--- src/rtl/ppu_writer_if.sv ---
// ppu_writer_if: host write-request handshake plus the PPU register bus.
// The PPU writer is the slave on the request side and drives the bus side.
interface ppu_writer_if;
  logic        req_valid;
  logic        req_ready;
  logic [11:0] req_addr;
  logic [31:0] req_data;
  logic        chipselect;
  logic        write;
  logic [11:0] address;
  logic [31:0] writedata;

  modport master (output req_valid, req_addr, req_data,
                  input  req_ready, chipselect, write, address, writedata);
  modport slave  (input  req_valid, req_addr, req_data,
                  output req_ready, chipselect, write, address, writedata);
endinterface

--- src/rtl/ppu_writer.sv ---
// ppu_writer: queues host table writes and replays them onto the PPU bus,
// one write every two cycles (ISSUE with chipselect, then HOLD so the PPU's
// registered write stage sees stable address/data).
// Optional feature: define PPU_WRITER_VBLANK_GATE_EN to only issue while
// vcount is in rows 480..523; otherwise the window is always open.
module ppu_writer #(
  parameter int DEPTH = 16
) (
  input  logic                   clk,
  input  logic                   reset,
  ppu_writer_if.slave            bus,
  input  logic [9:0]             vcount,
  output logic [$clog2(DEPTH):0] level,
  output logic                   bad_addr
);
  localparam int AW = $clog2(DEPTH);
  localparam logic [AW:0] FULL = (AW+1)'(DEPTH);

  typedef enum logic [1:0] {IDLE = 2'd0, ISSUE = 2'd1, HOLD = 2'd2} state_t;

  state_t        r_state, w_next;
  logic [43:0]   r_mem [DEPTH];
  logic [AW-1:0] r_wptr, r_rptr;
  logic [AW:0]   r_level;
  logic [11:0]   r_addr;
  logic [31:0]   r_data;
  logic          r_bad;
  logic          w_win, w_acc, w_bad, w_push, w_pop;

`ifdef PPU_WRITER_VBLANK_GATE_EN
  // Row 524 is left out so nothing lands on the PPU at field start.
  assign w_win = (vcount >= 10'd480) && (vcount <= 10'd523);
`else
  logic w_unused_vcount;
  assign w_unused_vcount = ^vcount;
  assign w_win = 1'b1;
`endif

  // Ready looks only at the registered level: no full-FIFO bypass.
  assign bus.req_ready = (r_level < FULL);
  assign w_acc         = bus.req_valid && bus.req_ready;
  assign w_bad         = w_acc && (bus.req_addr[11:10] == 2'b11);
  assign w_push        = w_acc && !w_bad;
  assign w_pop         = (r_state != ISSUE) && (w_next == ISSUE);

  assign bus.address   = r_addr;
  assign bus.writedata = r_data;
  assign level         = r_level;
  assign bad_addr      = r_bad;

  // State register
  always_ff @(posedge clk) begin
    if (reset) r_state <= IDLE;
    else       r_state <= w_next;
  end

  // Next state: a new write may start from IDLE or straight after HOLD
  always_comb begin
    w_next = IDLE;
    case (r_state)
      IDLE:    w_next = (r_level != '0 && w_win) ? ISSUE : IDLE;
      ISSUE:   w_next = HOLD;
      HOLD:    w_next = (r_level != '0 && w_win) ? ISSUE : IDLE;
      default: w_next = IDLE;
    endcase
  end

  // Bus strobes decoded from state; address/data come from the pop register
  always_comb begin
    bus.chipselect = (r_state == ISSUE);
    bus.write      = (r_state != IDLE);
  end

  // FIFO storage, no reset needed since level gates every read
  always_ff @(posedge clk) begin
    if (w_push) r_mem[r_wptr] <= {bus.req_addr, bus.req_data};
  end

  // FIFO pointers and occupancy; pointers wrap naturally at AW bits
  always_ff @(posedge clk) begin
    if (reset) begin
      r_wptr  <= '0;
      r_rptr  <= '0;
      r_level <= '0;
    end else begin
      if (w_push) r_wptr <= r_wptr + 1'b1;
      if (w_pop)  r_rptr <= r_rptr + 1'b1;
      case ({w_push, w_pop})
        2'b10:   r_level <= r_level + 1'b1;
        2'b01:   r_level <= r_level - 1'b1;
        default: r_level <= r_level;
      endcase
    end
  end

  // Captured bus address/data and the bad-address pulse
  always_ff @(posedge clk) begin
    if (reset) begin
      r_addr <= '0;
      r_data <= '0;
      r_bad  <= 1'b0;
    end else begin
      if (w_pop) {r_addr, r_data} <= r_mem[r_rptr];
      r_bad <= w_bad;
    end
  end
endmodule

--- src/flat_wrapper.sv ---
// flat-port wrapper written by rule: the top's interface ports become plain ports
module ppu_writer_flat 
#(
  parameter int DEPTH = 16
)
  (clk, reset, vcount, level, bad_addr, bus_req_valid, bus_req_addr, bus_req_data, bus_req_ready, bus_chipselect, bus_write, bus_address, bus_writedata);
  ppu_writer_if bus_i ();
  input  logic clk;
  input  logic reset;
  input  logic [9:0] vcount;
  output logic [$clog2(DEPTH):0] level;
  output logic bad_addr;
  input wire logic [$bits(bus_i.req_valid)-1:0] bus_req_valid;
  input wire logic [$bits(bus_i.req_addr)-1:0] bus_req_addr;
  input wire logic [$bits(bus_i.req_data)-1:0] bus_req_data;
  output wire logic [$bits(bus_i.req_ready)-1:0] bus_req_ready;
  output wire logic [$bits(bus_i.chipselect)-1:0] bus_chipselect;
  output wire logic [$bits(bus_i.write)-1:0] bus_write;
  output wire logic [$bits(bus_i.address)-1:0] bus_address;
  output wire logic [$bits(bus_i.writedata)-1:0] bus_writedata;
  assign bus_i.req_valid = bus_req_valid;
  assign bus_i.req_addr = bus_req_addr;
  assign bus_i.req_data = bus_req_data;
  assign bus_req_ready = bus_i.req_ready;
  assign bus_chipselect = bus_i.chipselect;
  assign bus_write = bus_i.write;
  assign bus_address = bus_i.address;
  assign bus_writedata = bus_i.writedata;
  ppu_writer #(.DEPTH(DEPTH)) u_core (.clk(clk), .reset(reset), .bus(bus_i), .vcount(vcount), .level(level), .bad_addr(bad_addr));
endmodule
--- config.mk ---
export PLATFORM = sky130hd
export DESIGN_NAME = ppu_writer_flat
export DESIGN_NICKNAME = d
export VERILOG_FILES = /design/src/rtl/ppu_writer_if.sv /design/src/rtl/ppu_writer.sv /design/src/flat_wrapper.sv
export SDC_FILE = /design/constraint.sdc
export NUM_CORES = 1
export LEC_CHECK = 0
export ABC_AREA = 1
export BUFFER_PORTS_ARGS = -buffer_cell sky130_fd_sc_hd__buf_2
export CORE_UTILIZATION = 55
export CTS_CLUSTER_DIAMETER = 50
export DETAILED_ROUTE_END_ITERATION = 8
export PLACE_DENSITY_LB_ADDON = 0.12
export SLEW_MARGIN = 5
export SYNTH_ARGS = -nofsm -noshare
export SYNTH_HDL_FRONTEND = slang
export SYNTH_SLANG_ARGS = --single-unit
--- constraint.sdc ---
create_clock -name clk -period 6.4 [get_ports clk]
set_input_delay 1.28 -clock clk [delete_from_list [all_inputs] [get_ports clk]]
set_output_delay 1.28 -clock clk [all_outputs]
set_load 0.02 [all_outputs]
==> flow_summary.ini <==
[status]
outcome = complete, no violations

[route]
drt_iter0_drc = 2056
first_pass_iters = 5
drc = 0
wire_per_inst_um = 18.87
vias = 21130
routed_via_density = 5.290
ant_nets = 0
wl_um = 75380

[cells_and_area]
syn_to_final_growth_pct = 11.98
n_antenna_cell = 0
nets = 3228
drive_gt1_share_pct = 8.452
nFillCells = 4616
multiInputGateArea_um2 = 7516
final_core_util_pct = 62.22
seq_area_um2 = 22350

[sta]
relSlewSlack_pct = 10.27
finalCriticalPeriod_ps = 3656
worst_slew_pin_slew_ps = 1343
timing.final.crit_share_pct = 57.12
finalSetupTns_ps = 0
hold_viol_final = 0
setup_viol = 0
holdWs_ps = 438.7
final_max_slew_viol_count = 0
fmax_ghz = 0.2735
skew_ps = 17.22
rsz0062_at_grt = no

[global_route]
grt_pass1_vias = 20490
grt_pass1_wl_um = 116500
grt_max_degree = 193
grt_overflow = 0
track_usage_pct = 25.79
antenna_found_initial = 5

[setup_path]
cp_slowest_cell = nor2_4
critPathMaxStageDelay_ps = 1070
cpMostUsedCell = nand2_1
end_kind = flop
path_buf_inv = 3
crit_family = simple AND/OR/NAND/NOR gates
cp-start-kind = input port
crit_type = in2reg
cp_max_fo = 29
arrival_ps = 3940
crit_chain = buf_2, nand2_1, nand3_1, inv_1, nand2_1, nor2_4, buf_4
worst_ep_required_time_ps = 6680

[clocking]
clkSinkCount = 764
cts_hold_buf = 0
cts_made_buffers = 83
post_cts_buffers = 0
htreeDepth = 3
cts_tree = built
cts.root.buffer_cell = clkbuf_16
clk_pin_slew_ps = 60
clockBufferDepth = 3
cts_repair_resize_count = 0
insertion_delay_ps = 620

[placement]
place_congestion = 0.7636
dpl.hpwl_um = 38060
port_buffers = 99

[worst_hold_path]
hp-class = reg2reg

[pwr]
peakVddDrop_uv = 296.8
power_density_nw_per_um2 = 390.4
p_leak_nw = 15.20

[floorplan]
die_h_um = 243.4
die_w_um = 243.4
rows = 88
core_area_um2 = 57700
start_util_pct = 55.56
die-area_um2 = 59260
ios = 110

[synth]
synth_seq_area_share_pct = 69.69
synth_fp_nets = 3175
synth_cell_type_count = 23
synth_seq_cells = 764
netlist_area_um2 = 32060
syn_area_per_cell_um2 = 10.31
ys_warn_count = 0
synth_cells = 3108

[job]
maxCapViolations = 0
[layer usage]
metal | GRT usage (%) | routed length [um] | up-vias
met5 | 0 | 65 | -
met4 | 7.529 | 1325 | 10
met3 | 3.844 | 5337 | 116
met2 | 42.48 | 36440 | 692
met1 | 35.70 | 32210 | 10100
li1 | - | - | 10220
[layout by cell type, fill, tap and decap left out, drive strengths merged]
cell,instances
o21bai,1
or2,1
a21boi,1
buf,129
clkinvlp,5
inv,420
dfxtp,60
o21a,1
clkinv,21
xor2,3
nand3,491
o21ai,9
ha,9
nor3,1
edfxtp,704
nor2,110
a21oi,13
fa,1
nand4,1
nand2,1121
xnor2,1
bufinv,6
clkbuf,121
[power breakdown]
part	leakage (nW)	switching, mW	internal [mW]	total [mW]
Sequential	6.85	0.188	5.66	5.85
Clock	1.32	1.88	2.86	4.75
Combinational	7.03	2.43	0.992	3.42
[cells by family after synthesis]
group / synth area share, %
buffers and inverters: 7.236
adders and majority gates: 0.4137
DFF: 69.69
xor gates and xnor gates: 0.1093
and+or+nand+nor: 22.13
AOI/OAI and AO/OA: 0.4137
[cell type report]
class | instances | share of cell area (%)
sequential | 764 | 62.27
multi-input combinational | 1764 | 20.94
clock buffer | 121 | 6.727
inverter | 419 | 4.434
tap | 765 | 2.666
timing repair buffer | 129 | 2.043
clock inverter | 33 | 0.9202
[sequential cells by signal, summed over array words and instances, names as in the netlist]
| signal | cells |
|---|---|
| u_core.r_mem | 704 |
| u_core.bus.writedata | 32 |
| u_core.bus.address | 12 |
| u_core.level | 5 |
| u_core.r_rptr | 4 |
| u_core.r_wptr | 4 |
| u_core.r_state | 2 |
| u_core.bad_addr | 1 |
[path summary, 6_finish.rpt]
path,from,endpoint,slack (ps),cells past startpoint
max,bus_req_addr[10],u_core.r_mem[12][36],2740,7
min,u_core.r_state[1],u_core.r_state[1],440,1
max reg2reg,u_core.r_rptr[0],u_core.bus.address[5],2960,9
min reg2reg,u_core.r_state[1],u_core.r_state[1],440,1
[stage by stage]
step / cells / setup WS [ps] / power [mW] / instance area (um^2)
2_1_floorplan: 3108 / 2348 / 8.414 / 32060
3_3_place_gp: 3841 / 2273 / 9.306 / 33150
3_5_place_dp: 3841 / 2166 / 9.366 / 33150
4_1_cts: 3995 / 2782 / 14.10 / 35900
5_1_grt: 3995 / 2651 / 14.73 / 35900
6_report: 3995 / 2744 / 14.01 / 35900
[Yosys cell counts]
cell         n  area share, %
a21boi_0     1          0.023
a21oi_1     13           0.20
buf_1       24           0.28
buf_2       96            1.5
buf_4        6           0.14
clkbuf_1    35           0.41
dfxtp_1     60            3.7
edfxtp_1   704             66
fa_1         1          0.062
ha_1         9           0.35
inv_1      415            4.9
inv_2        4          0.047
nand2_1   1121             13
nand3_1    491            7.7
nand4_1      1          0.020
nor2_1     110            1.3
nor3_1       1          0.016
o21a_1       1          0.023
o21ai_0      9           0.14
o21bai_1     1          0.023
or2_2        1          0.020
xnor2_1      1          0.027
xor2_1       3          0.082
(Power assumes the default switching activity.)
